[config.mk]
export PLATFORM = sky130hd
export DESIGN_NAME = player_motion_ctrl
export DESIGN_NICKNAME = d
export VERILOG_FILES = /design/src/rtl/player_motion_ctrl.sv
export SDC_FILE = /design/constraint.sdc
export NUM_CORES = 1
export LEC_CHECK = 0
export ABC_AREA = 1
export CAP_MARGIN = 20
export CELL_PAD_IN_SITES_DETAIL_PLACEMENT = 2
export CELL_PAD_IN_SITES_GLOBAL_PLACEMENT = 2
export CORE_MARGIN = 3
export CORE_UTILIZATION = 27
export CTS_CLUSTER_DIAMETER = 40
export DETAILED_ROUTE_END_ITERATION = 16
export PLACE_DENSITY = 0.76
export SYNTH_ARGS = -nofsm -noshare
export SYNTH_HDL_FRONTEND = slang
export SYNTH_SLANG_ARGS = --single-unit
[constraint.sdc]
create_clock -name clk -period 2.65 [get_ports clk]
set_input_delay 0.53 -clock clk [delete_from_list [all_inputs] [get_ports clk]]
set_output_delay 0.53 -clock clk [all_outputs]
set_load 0.01 [all_outputs]
[src/rtl/player_motion_ctrl.sv]
// player_motion_ctrl: turns "move player P by N tiles" into per-frame sprite
// positions with a hop arc. One player animates at a time; the other stays parked.
module player_motion_ctrl #(
  parameter int BASE_X     = 32,
  parameter int BASE_Y     = 200,
  parameter int LANE_DY    = 20,
  parameter int TILE_W     = 32,
  parameter int NUM_TILES  = 16,
  parameter int HOP_FRAMES = 8,
  parameter int HOP_LIFT   = 2
) (
  input  logic       clk,
  input  logic       rst_n,
  input  logic       frame_tick,
  input  logic       move_req,
  input  logic       move_player,
  input  logic [3:0] move_steps,
  output logic       move_ack,
  output logic       busy,
  output logic       done,
  output logic [9:0] p0_x,
  output logic [9:0] p1_x,
  output logic [9:0] p0_y,
  output logic [9:0] p1_y,
  output logic [3:0] p0_tile,
  output logic [3:0] p1_tile,
  output logic       p0_goal,
  output logic       p1_goal
);

  localparam int         FW        = $clog2(HOP_FRAMES + 1);
  localparam logic [3:0] LAST_TILE = 4'(NUM_TILES - 1);
  localparam logic [9:0] STEP_X    = 10'(TILE_W / HOP_FRAMES);
  localparam logic [9:0] LANE0     = 10'(BASE_Y);
  localparam logic [9:0] LANE1     = 10'(BASE_Y + LANE_DY);
  localparam logic [9:0] HOME_X    = 10'(BASE_X);

  typedef enum logic [1:0] {IDLE, HOP, FIN} state_t;

  state_t        state;
  logic          active;
  logic [FW-1:0] f;
  logic [3:0]    steps_left;

  logic [3:0]    cur_tile;
  logic [9:0]    cur_x;
  logic [9:0]    lane;
  logic [FW-1:0] f_inc;
  logic [FW-1:0] f_dist;
  logic [FW-1:0] arc_min;
  logic [9:0]    arc_y;
  logic [3:0]    land_tile;
  logic [9:0]    land_x;
  logic [3:0]    req_tile;
  logic [3:0]    room;
  logic [3:0]    steps_eff;

  // Active-player view, hop arc for the next frame, and truncated request length
  always_comb begin
    cur_tile  = active ? p1_tile : p0_tile;
    cur_x     = active ? p1_x : p0_x;
    lane      = active ? LANE1 : LANE0;
    f_inc     = f + FW'(1);
    f_dist    = FW'(HOP_FRAMES) - f_inc;
    arc_min   = (f_inc < f_dist) ? f_inc : f_dist;
    arc_y     = lane - 10'(HOP_LIFT) * 10'(arc_min);
    land_tile = cur_tile + 4'd1;
    land_x    = HOME_X + 10'(land_tile) * 10'(TILE_W);
    req_tile  = move_player ? p1_tile : p0_tile;
    room      = LAST_TILE - req_tile;
    steps_eff = (move_steps < room) ? move_steps : room;
  end

  // Move sequencer: accepts requests, advances the hop per frame, pulses done
  always_ff @(posedge clk or negedge rst_n) begin
    if (!rst_n) begin
      state      <= IDLE;
      active     <= 1'b0;
      f          <= '0;
      steps_left <= '0;
      move_ack   <= 1'b0;
      busy       <= 1'b0;
      done       <= 1'b0;
      p0_tile    <= '0;
      p1_tile    <= '0;
      p0_x       <= HOME_X;
      p1_x       <= HOME_X;
      p0_y       <= LANE0;
      p1_y       <= LANE1;
    end else begin
      move_ack <= 1'b0;
      done     <= 1'b0;
      case (state)
        IDLE: begin
          if (move_req) begin
            move_ack   <= 1'b1;
            busy       <= 1'b1;
            active     <= move_player;
            f          <= '0;
            steps_left <= steps_eff;
            state      <= (steps_eff == 4'd0) ? FIN : HOP;
          end
        end
        HOP: begin
          if (frame_tick) begin
            if (f == FW'(HOP_FRAMES - 1)) begin
              // Landing snaps to the exact tile position so per-frame steps never drift
              if (active) begin
                p1_tile <= land_tile;
                p1_x    <= land_x;
                p1_y    <= lane;
              end else begin
                p0_tile <= land_tile;
                p0_x    <= land_x;
                p0_y    <= lane;
              end
              f          <= '0;
              steps_left <= steps_left - 4'd1;
              if (steps_left == 4'd1) state <= FIN;
            end else begin
              f <= f_inc;
              if (active) begin
                p1_x <= cur_x + STEP_X;
                p1_y <= arc_y;
              end else begin
                p0_x <= cur_x + STEP_X;
                p0_y <= arc_y;
              end
            end
          end
        end
        FIN: begin
          done  <= 1'b1;
          busy  <= 1'b0;
          state <= IDLE;
        end
        default: state <= IDLE;
      endcase
    end
  end

  assign p0_goal = (p0_tile == LAST_TILE);
  assign p1_goal = (p1_tile == LAST_TILE);

endmodule
==> impl_metrics.env <==
export IMPL_clockBufferDepth=2
export IMPL_dp_hpwl_um=7594
export IMPL_path_class="flip-flop to flip-flop"
export IMPL_nets=521
export IMPL_synth_commonest_cells="143 x nand2_1, 52 x inv_1, 46 x dfrtp_1"
export IMPL_drive_gt1_share_pct=13.71
export IMPL_relSlewSlack_pct=50.25
export IMPL_finalHoldViolCount=0
export IMPL_p_leak_uw=0.002007
export IMPL_tritoncts="yes"
export IMPL_grt_overflow=0
export IMPL_cts_buffers=5
export IMPL_async_flop_share_pct=100.0
export IMPL_synth_area_leaders="dfrtp_1 35%, nand2_1 16%, dfstp_2 6.5%"
export IMPL_yosysMostFrequentCell="nand2_1"
export IMPL_hp_class="input pin to async pin"
export IMPL_htreeDepth=2
export IMPL_crit_path_end_kind="flip-flop"
export IMPL_grt_max_degree=55
export IMPL_fill_cells=1380
export IMPL_seq_area_sq_um=1361
export IMPL_routed_wl_um=9972
export IMPL_p_seq_share_pct=28.5
export IMPL_grt_pass1_vias=3412
export IMPL_p_clk_share_pct=15.8
export IMPL_yosysTopAreaCell="dfrtp_1"
export IMPL_multi_input_area_sq_um=1602
export IMPL_slowest_stage="dfrtp_1"
export IMPL_via_count=3003
export IMPL_cts_sinks=54
export IMPL_first_pass_iters=4
export IMPL_clk_pin_slew_worst_paths_ns=0.07
export IMPL_grt_usage_pct=15.71
export IMPL_drc_errors=0
export IMPL_startpoint_type="flip-flop"
export IMPL_netSwitchingFraction_pct=44.08
export IMPL_critPathRequiredTime_ns=2.89
export IMPL_comb_power_share_pct=55.7
export IMPL_gp_congestion=0.8007
export IMPL_critPathLaunch="f[0]"
export IMPL_crit_top_cell="ha_1"
export IMPL_cts_root_buffer="clkbuf_16"
export IMPL_cap_violations=0
export IMPL_initial_utilization_pct=28.02
export IMPL_tns_ns=0
export IMPL_syn_area_per_cell_sq_um=7.639
export IMPL_hold_buffers=0
export IMPL_antenna_cells=0
export IMPL_cp_cell_sequence="ha_1, inv_1, ha_1, nand3_2, nand3b_1, nand2_1, nor2_2, xor2_1, ha_1, a21oi_2, nand2_1, nand2_2, nand3_2, a21oi_2"
export IMPL_p_per_area_nw_per_um2=1153
export IMPL_synth_seq_area_share_pct=41.83
export IMPL_drtAntennaViolNets=0
export IMPL_antenna_found_initial=0
export IMPL_die_area_sq_um=13410
export IMPL_port_buffers=53
export IMPL_drtIter0Drc=90
export IMPL_fp_row_count=39
export IMPL_wl_per_cell_um=15.61
export IMPL_worstMarginPinSlew_ns=0.7462
export IMPL_dp_slack_ns=-0.08021
export IMPL_ys_types=40
export IMPL_final_setup_viol_count=0
export IMPL_io_pin_count=62
export IMPL_p_sw_uw=2131
export IMPL_cp_max_fo=3
export IMPL_synth_area_sq_um=3254
export IMPL_syn2layout_area_growth_pct=28.87
export IMPL_synth_edf_count=0
export IMPL_grt_pass1_wl_um=16820
export IMPL_viasPerCell=4.700
export IMPL_slew_violations=0
export IMPL_ys_flop_type="dfrtp_1"
export IMPL_r2r_setup_slack_ns=0.20
export IMPL_finalCriticalPeriod_ns=2.455
export IMPL_cts_setup_buffers=0
export IMPL_ys_warn_count=0
export IMPL_timing_hold_ws_ns=0.3450
export IMPL_max_freq_mhz=407.4
export IMPL_fin_ws_ns=0.1951
export IMPL_ys_ff_latch=54
export IMPL_max_stage_delay_ns=0.40
export IMPL_fin_skew_ns=0.007380
export IMPL_p_int_uw=2703
export IMPL_peakVddDrop_uv=375.3
export IMPL_clk_latency_ns=0.30
export IMPL_cp_arrival_ns=2.69
export IMPL_die_w_um=115.8
export IMPL_outcome="completed"
export IMPL_chipHeight_um=115.8
export IMPL_core_area_sq_um=11610
export IMPL_r2r_start="f[0]"
export IMPL_synth_cells=426
export IMPL_yosysTopAreaCellShare_pct=35.37
export IMPL_fin_crit_sh_pct=92.64
[worst max-delay path, delay by kind of cell (launching register included)]
| family | cells | cell delay (ns) |
|---|---|---|
| buf+inv | 1 | 0.07 |
| fa+ha+maj | 3 | 0.73 |
| xor+xnor | 1 | 0.20 |
| simple gates | 7 | 0.67 |
| compound gates | 2 | 0.31 |
| flops | 1 | 0.40 |
[area by class of cell]
type,count,area share [%]
repair buffers,73,16.11
multi-input cells,305,38.19
clock inverters,2,0.8950
well taps,143,4.266
clock buffers,6,3.073
inverters,56,5.012
flip-flops and latches,54,32.46
[cells in the final DEF (no fill, tap or decap), drive strengths merged]
master         count
bufinv             1
ha                16
a22oi              1
o21ai             48
nand3b             2
xor2               6
nor3               3
nand3             18
o22ai              4
o31ai              1
inv               56
buf               21
and2               1
dfrtp             46
a31oi              2
clkdlybuf4s50     52
or2                3
nor4               1
clkbuf             6
a21oi             13
clkinvlp           1
conb               8
fa                 1
o211ai             1
nor2              26
o32ai              1
dfstp              8
nand4              1
nand2            148
[routing by layer]
metal  wire, um  share of wire, %  track usage [%]  vias to the layer above
met5          0                 0                0                        -
met4         59              0.59            2.475                        0
met3        307               3.1            2.820                        4
met2       4877                49            27.08                       53
met1       4728                47            21.03                     1485
li1           -                 -                -                     1461
[per-stage QoR]
stage	total power [uW]	util [%]	area (sq um)	std cells
6_report	4834	36.11	4194	639
5_1_grt	5313	36.11	4194	639
4_1_cts	4841	35.80	4158	639
3_5_place_dp	4017	34.37	3991	631
3_3_place_gp	3882	34.37	3991	631
2_1_floorplan	2946	-	3277	432
[sequential cells by signal, indices dropped and copies added (netlist names)]
| name | flops |
|---|---|
| p0_y | 6 |
| done | 1 |
| p0_x | 10 |
| busy | 1 |
| p1_tile | 4 |
| active | 1 |
| f | 4 |
| p1_y | 6 |
| move_ack | 1 |
| state | 2 |
| p0_tile | 4 |
| steps_left | 4 |
| p1_x | 10 |
[power groups by stage]
stage | Clock (uW) | Combinational, uW | Sequential [uW]
3_5_place_dp | 0 | 2620 | 1390
6_report | 765 | 2690 | 1380
2_1_floorplan | 0 | 1500 | 1440
5_1_grt | 825 | 3060 | 1430
3_3_place_gp | 0 | 2500 | 1390
4_1_cts | 797 | 2660 | 1390
[path summary, 6_finish.rpt]
path                       depth (start not counted)             to
max reg2reg                                       14        p1_y[4]
min in group clk                                   2        p0_y[1]
max in group asynchronous                          2  steps_left[2]
min                                                2           done
min reg2reg                                        2        p0_y[1]
max                                               14        p1_y[4]
[cells by family (layout without fill, tap and decap cells)]
logic type               count (synthesis)  after routing  synth area share [%]
AND/OR/NAND/NOR                        203            203                 26.61
buffers and inverters                   73            137                 10.76
AO/OA/AOI/OAI                           71             71                 11.96
flip-flops                              54             54                 41.83
adder cells (fa/ha/maj)                 17             17                 6.767
XOR/XNOR                                 6              6                 1.846
other                                    2              8                0.2308
[what timing repair did]
item / in CTS / in global routing
gates resized for setup: 0 / 11
endpoints found under the setup margin: 0 / 11
endpoints found under the hold margin: 0 / 0
Power figures use the tool's default switching activity.
